### config.mk
export PLATFORM = sky130hd
export DESIGN_NAME = autosym_space_probe_flat
export DESIGN_NICKNAME = d
export VERILOG_FILES = /design/src/rtl/autosym_space_probe_if.sv /design/src/rtl/autosym_space_probe.sv /design/src/flat_wrapper.sv
export SDC_FILE = /design/constraint.sdc
export NUM_CORES = 1
export LEC_CHECK = 0
export CAP_MARGIN = 0
export CORE_MARGIN = 8
export CORE_UTILIZATION = 50
export CTS_BUF_LIST = sky130_fd_sc_hd__clkbuf_16
export CTS_CLUSTER_DIAMETER = 60
export DETAILED_ROUTE_END_ITERATION = 10
export PLACE_DENSITY_LB_ADDON = 0.05
export SETUP_SLACK_MARGIN = 0.15
export SYNTH_ARGS = -nofsm -noshare
export SYNTH_HDL_FRONTEND = slang
export SYNTH_SLANG_ARGS = --single-unit
### constraint.sdc
create_clock -name clk -period 4.3 [get_ports clk]
set_input_delay 1.29 -clock clk [delete_from_list [all_inputs] [get_ports clk]]
set_output_delay 1.29 -clock clk [all_outputs]
set_load 0.005 [all_outputs]
### src/rtl/autosym_space_probe_if.sv
// Probe-side bundle: netlist drive/readback, the start/done request pair and results.
// start is a request honoured only when busy=0; done pulses for one cycle when tt, lspace and dim are final.
interface autosym_space_probe_if #(parameter int N = 7);
  logic                  start;
  logic                  y_in;
  logic [N-1:0]          x;
  logic                  busy;
  logic                  done;
  logic [(1<<N)-1:0]     tt;
  logic [(1<<N)-1:0]     lspace;
  logic [3:0]            dim;
  logic [1:0]            dbg_state;

  modport master (output start, y_in,
                  input  x, busy, done, tt, lspace, dim, dbg_state);
  modport slave  (input  start, y_in,
                  output x, busy, done, tt, lspace, dim, dbg_state);
endinterface

### src/rtl/autosym_space_probe.sv
// Sweeps a single-output netlist to capture its truth table, then finds the autosymmetry
// space L_f = { a : f(x^a) = f(x) } and its degree k = log2|L_f|.
module autosym_space_probe #(
  parameter int N = 7
) (
  input  logic                 clk,
  input  logic                 rst,
  autosym_space_probe_if.slave bus
);
  localparam int TW = 1 << N;
  localparam logic [N-1:0] ONE_N = 1;
  localparam logic [N-1:0] ALL_N = {N{1'b1}};
  localparam logic [N:0]   ONE_M = 1;

  typedef enum logic [1:0] {IDLE, SWEEP, SCAN, FINISH} state_t;

  state_t          state, state_nxt;
  logic [N-1:0]    idx, a, j;
  logic [N:0]      mcnt, mcnt_nxt;
  logic [TW-1:0]   tt_q, ls_q;
  logic [3:0]      dim_q;
  logic            mismatch, last_j, last_a, cand_done;

  // mcnt is |L_f| and always a power of two, so its set bit position is k
  function automatic logic [3:0] onehot_pos(input logic [N:0] v);
    logic [3:0] r;
    r = '0;
    for (int i = 0; i <= N; i++) begin
      if (v[i]) r = 4'(i);
    end
    return r;
  endfunction

  assign mismatch  = (tt_q[j] != tt_q[j ^ a]);
  assign last_j    = (j == ALL_N);
  assign last_a    = (a == ALL_N);
  assign cand_done = mismatch || last_j;
  assign mcnt_nxt  = (!mismatch && last_j) ? (mcnt + ONE_M) : mcnt;

  always_ff @(posedge clk) begin
    if (rst) state <= IDLE;
    else     state <= state_nxt;
  end

  always_comb begin
    state_nxt = state;
    case (state)
      IDLE:    if (bus.start) state_nxt = SWEEP;
      SWEEP:   if (idx == ALL_N) state_nxt = SCAN;
      SCAN:    if (cand_done && last_a) state_nxt = FINISH;
      FINISH:  state_nxt = IDLE;
      default: state_nxt = IDLE;
    endcase
  end

  always_ff @(posedge clk) begin
    if (rst) begin
      idx   <= '0;
      a     <= '0;
      j     <= '0;
      mcnt  <= '0;
      tt_q  <= '0;
      ls_q  <= '0;
      dim_q <= '0;
    end else begin
      case (state)
        IDLE: begin
          if (bus.start) begin
            idx   <= '0;
            a     <= '0;
            j     <= '0;
            mcnt  <= '0;
            tt_q  <= '0;
            ls_q  <= '0;
            dim_q <= '0;
          end
        end
        SWEEP: begin
          tt_q[idx] <= bus.y_in;
          idx       <= idx + ONE_N;
          if (idx == ALL_N) begin
            a       <= ONE_N;
            j       <= '0;
            ls_q[0] <= 1'b1;
            mcnt    <= ONE_M;
          end
        end
        SCAN: begin
          // a mismatch ends the candidate early; a full match admits it into L_f
          if (!mismatch && last_j) ls_q[a] <= 1'b1;
          mcnt <= mcnt_nxt;
          if (cand_done) begin
            a <= a + ONE_N;
            j <= '0;
            if (last_a) dim_q <= onehot_pos(mcnt_nxt);
          end else begin
            j <= j + ONE_N;
          end
        end
        default: ;
      endcase
    end
  end

  assign bus.x         = (state == SWEEP) ? idx : '0;
  assign bus.busy      = (state != IDLE);
  assign bus.done      = (state == FINISH);
  assign bus.tt        = tt_q;
  assign bus.lspace    = ls_q;
  assign bus.dim       = dim_q;
  assign bus.dbg_state = state;
endmodule
### src/flat_wrapper.sv
// flat-port wrapper written by rule: the top's interface ports become plain ports
module autosym_space_probe_flat 
#(
  parameter int N = 7
)
  (clk, rst, bus_start, bus_y_in, bus_x, bus_busy, bus_done, bus_tt, bus_lspace, bus_dim, bus_dbg_state);
  autosym_space_probe_if #(.N(N)) bus_i ();
  input  logic clk;
  input  logic rst;
  input wire logic [$bits(bus_i.start)-1:0] bus_start;
  input wire logic [$bits(bus_i.y_in)-1:0] bus_y_in;
  output wire logic [$bits(bus_i.x)-1:0] bus_x;
  output wire logic [$bits(bus_i.busy)-1:0] bus_busy;
  output wire logic [$bits(bus_i.done)-1:0] bus_done;
  output wire logic [$bits(bus_i.tt)-1:0] bus_tt;
  output wire logic [$bits(bus_i.lspace)-1:0] bus_lspace;
  output wire logic [$bits(bus_i.dim)-1:0] bus_dim;
  output wire logic [$bits(bus_i.dbg_state)-1:0] bus_dbg_state;
  assign bus_i.start = bus_start;
  assign bus_i.y_in = bus_y_in;
  assign bus_x = bus_i.x;
  assign bus_busy = bus_i.busy;
  assign bus_done = bus_i.done;
  assign bus_tt = bus_i.tt;
  assign bus_lspace = bus_i.lspace;
  assign bus_dim = bus_i.dim;
  assign bus_dbg_state = bus_i.dbg_state;
  autosym_space_probe #(.N(N)) u_core (.clk(clk), .rst(rst), .bus(bus_i));
endmodule
==> impl_metrics.csv <==
group,metric,value,unit
run_status,status,"completed",
route,drc_errors,0,
timing,min_period,3.99,ns
placed_design,gp_congestion,0.953,
grt,grt_pass1_vias,12763,
setup_path,critPathMaxFanout,15,
route,first_pass_iters,5,
yosys,yosys_warnings,0,
yosys,synth.area.mux_share,0.128,
timing,post-route-period-util,0.928,
layout,fin_nets,1771,
grt,grt_use_met2,0.452,
timing,worst_pin_slew,1.15,ns
yosys,syn_area_per_cell,8.90,µm²
yosys,synth_nets,1515,
route,drtIter0Drc,1804,
setup_path,crit_start,"u_core.j[0]$_SDFFE_PP0P_",
layout,layout_common_cells,"dfxtp_1, clkdlybuf4s50_1, a21oi_1",
die,rows,60,
yosys,synth-xor-area-share,0.0190,
yosys,yosysTopAreaCellShare,0.434,
cts,clk_path_buf_depth,3,
min_path,hp-class,"register to register",
placed_design,port-buffer-count,273,
placed_design,hpwlAfterDp,35300,µm
layout,final_common_cell,"dfxtp_1",
grt,grt.met1_usage,0.397,
yosys,ys_types,67,
die,die_h,180,µm
route,viasPerCell,6.40,
yosys,seq_area_frac_synth,0.434,
yosys,synth.top_cells.by_area,"dfxtp_1, mux4_2, a21oi_1",
yosys,synth_compound_area_frac,0.194,
route,avgRoutedWirePerCell,24.0,µm
yosys,synthAdderAreaFrac,0.00842,
cts,clock_sinks,290,
grt,grt_pass1_wl,76900,µm
die,core,26600,µm²
grt,track_usage,0.298,
setup_path,worst_setup_path_start_kind,"register",
setup_path,critPathArrivalTime,4.51,ns
cts,root_buffer,"clkbuf_16",
timing,setup_viol,0,
setup_path,r2r-end,"u_core.a[3]$_SDFFE_PP0P_",
placed_design,placed_cells,2065,
yosys,synth_edf_count,0,
timing,finalHoldViolCount,0,
grt,globalRouteOverflowTotal,0,
yosys,yosysTopAreaCell,"dfxtp_1",
yosys,synth-seq-cells,290,
cts,hold_buffers,0,
grt,grt_use_met3,0.0905,
timing,slew_violations,0,
route,vias,13604,
layout,final_cells,2124,
grt,grt.busiest_layer,"met2",
setup_path,r2r-start,"u_core.j[0]$_SDFFE_PP0P_",
setup_path,crit_end,"u_core.a[3]$_SDFFE_PP0P_",
cts,cts_made_buffers,31,
power_and_ir_drop,p_leak,5.81,nW
timing,fmax,0.251,GHz
route,ant_nets,0,
setup_path,r2r_slack,0.31,ns
cts,cts-htree-levels,1,
run,max-cap-violations,0,
yosys,synth_area,13400,µm²
route,drt-total-wl,50900,µm
cts,path_clk_slew,0.06,ns
power_and_ir_drop,p_per_area,396,nW/µm²
power_and_ir_drop,ir_worst_vdd,0.360,mV
grt,antenna_found_initial,0,
timing,finalSetupTns,0,ns
layout,drive_above_1_share,0.117,
yosys,synth_top_family_by_area,"compound AO/OA/AOI/OAI gates",
die,io_pins,275,
die,die_area,32200,µm²
setup_path,critPathCaptureType,"register",
power_and_ir_drop,power,7.03,mW
timing,rsz0062_at_grt,"false",
timing,relSlewSlack,0.230,
die,die_x,180,µm
yosys,async_reset_ff_frac,0,
timing,clock_skew,0.0144,ns
setup_path,crit_required,4.82,ns
setup_path,path_class,"register to register",
cts,insertion_delay,0.58,ns
grt,grt_max_degree,104,
yosys,yosys.area_share.simple,0.173,
layout,antenna_cells,0,
yosys,synthFlopType,"dfxtp_1",
layout,syn_to_final_growth,32.6,%
setup_path,reg2reg_depth,12,
yosys,synthCells,1502,
cts,tritoncts,"done",
die,start_util,0.503,
[synthesized netlist by cell type (7+ instances only)]
cell / instances
a21oi_1: 258
a22oi_1: 10
a31oi_1: 8
and2_1: 12
buf_2: 16
clkbuf_1: 92
dfxtp_1: 290
ha_1: 9
inv_1: 10
mux2i_1: 7
mux4_2: 66
nand2_1: 45
nand2b_1: 13
nand3_1: 145
nand3b_1: 8
nand4_1: 15
nor2_1: 186
nor2b_1: 12
nor3_1: 28
o211ai_1: 18
o21a_1: 14
o21ai_0: 131
xnor2_1: 13
xor2_1: 11
[flip-flops by register name (all words and copies together) (netlist names)]
name / count
u_core.bus.tt: 128
u_core.mcnt: 8
u_core.bus.dbg_state: 2
u_core.idx: 7
u_core.bus.dim: 3
u_core.j: 7
u_core.a: 7
u_core.bus.lspace: 128
[where the power goes]
part           leakage (nW)  internal, mW  total (mW)  switching [mW]
sequential             2.34          2.71        2.77          0.0539
clock                 0.520          1.56        2.70            1.14
combinational          2.95         0.484        1.56            1.08
total                  5.81          4.75        7.03            2.28
[final cells by class]
class                   instances  area, µm²
well taps                     341        427
clock buffers                  31        776
repair buffers                345       3360
multi-input cells            1079       7070
inverters                      11       41.3
clock inverters                27        246
fillers                      2221       8850
flip-flops and latches        290       5810
[routing by layer]
| layer | wire [µm] | vias up |
|---|---|---|
| li1 | - | 5999 |
| met1 | 20000 | 6564 |
| met2 | 22500 | 908 |
| met3 | 6480 | 133 |
| met4 | 1910 | 0 |
| met5 | 0 | - |
[per-stage QoR]
step	worst slack [ns]	util	hold WS [ns]	area, µm²
finish	0.308	0.667	0.465	17700
detailed placement	0.242	0.628	0.453	16700
global placement	0.317	0.628	0.447	16700
global route	0.176	0.667	0.475	17700
CTS	0.227	0.666	0.468	17700
floorplan	0.708	-	0.460	13400
[cells by family after synthesis]
family / after synthesis
other: 1
buffers and inverters: 133
xor gates and xnor gates: 26
muxes: 80
DFF: 290
adders and majority gates: 9
AOI/OAI and AO/OA: 472
and+or+nand+nor: 491
[worst min path at each step]
stage | startpoint | end | cells after the start
6_report | u_core.bus.lspace[39]$_SDFFE_PP0P_ | u_core.bus.lspace[39]$_SDFFE_PP0P_ | 1
5_1_grt | u_core.bus.lspace[39]$_SDFFE_PP0P_ | u_core.bus.lspace[39]$_SDFFE_PP0P_ | 1
4_1_cts | u_core.bus.lspace[39]$_SDFFE_PP0P_ | u_core.bus.lspace[39]$_SDFFE_PP0P_ | 1
3_5_place_dp | u_core.bus.lspace[65]$_SDFFE_PP0P_ | u_core.bus.lspace[65]$_SDFFE_PP0P_ | 2
3_3_place_gp | u_core.bus.lspace[47]$_SDFFE_PP0P_ | u_core.bus.lspace[47]$_SDFFE_PP0P_ | 1
2_1_floorplan | u_core.bus.lspace[100]$_SDFFE_PP0P_ | u_core.bus.lspace[100]$_SDFFE_PP0P_ | 2
[repair_timing]
action	in CTS	in global routing
endpoints found under the setup margin	0	84
resized for setup	0	7
setup buffers	0	1
[critical path: stages, from the launching register on]
cell	delay (ns)
dfxtp_4	0.45
buf_12	0.20
mux4_2	0.55
mux4_2	0.50
mux2i_1	0.32
nand3b_1	0.15
nand4_1	0.18
nand3_1	0.17
and2_4	0.21
a31o_1	0.34
or2_4	0.29
or4_1	0.40
a21oi_1	0.15
Power figures use the tool's default switching activity.
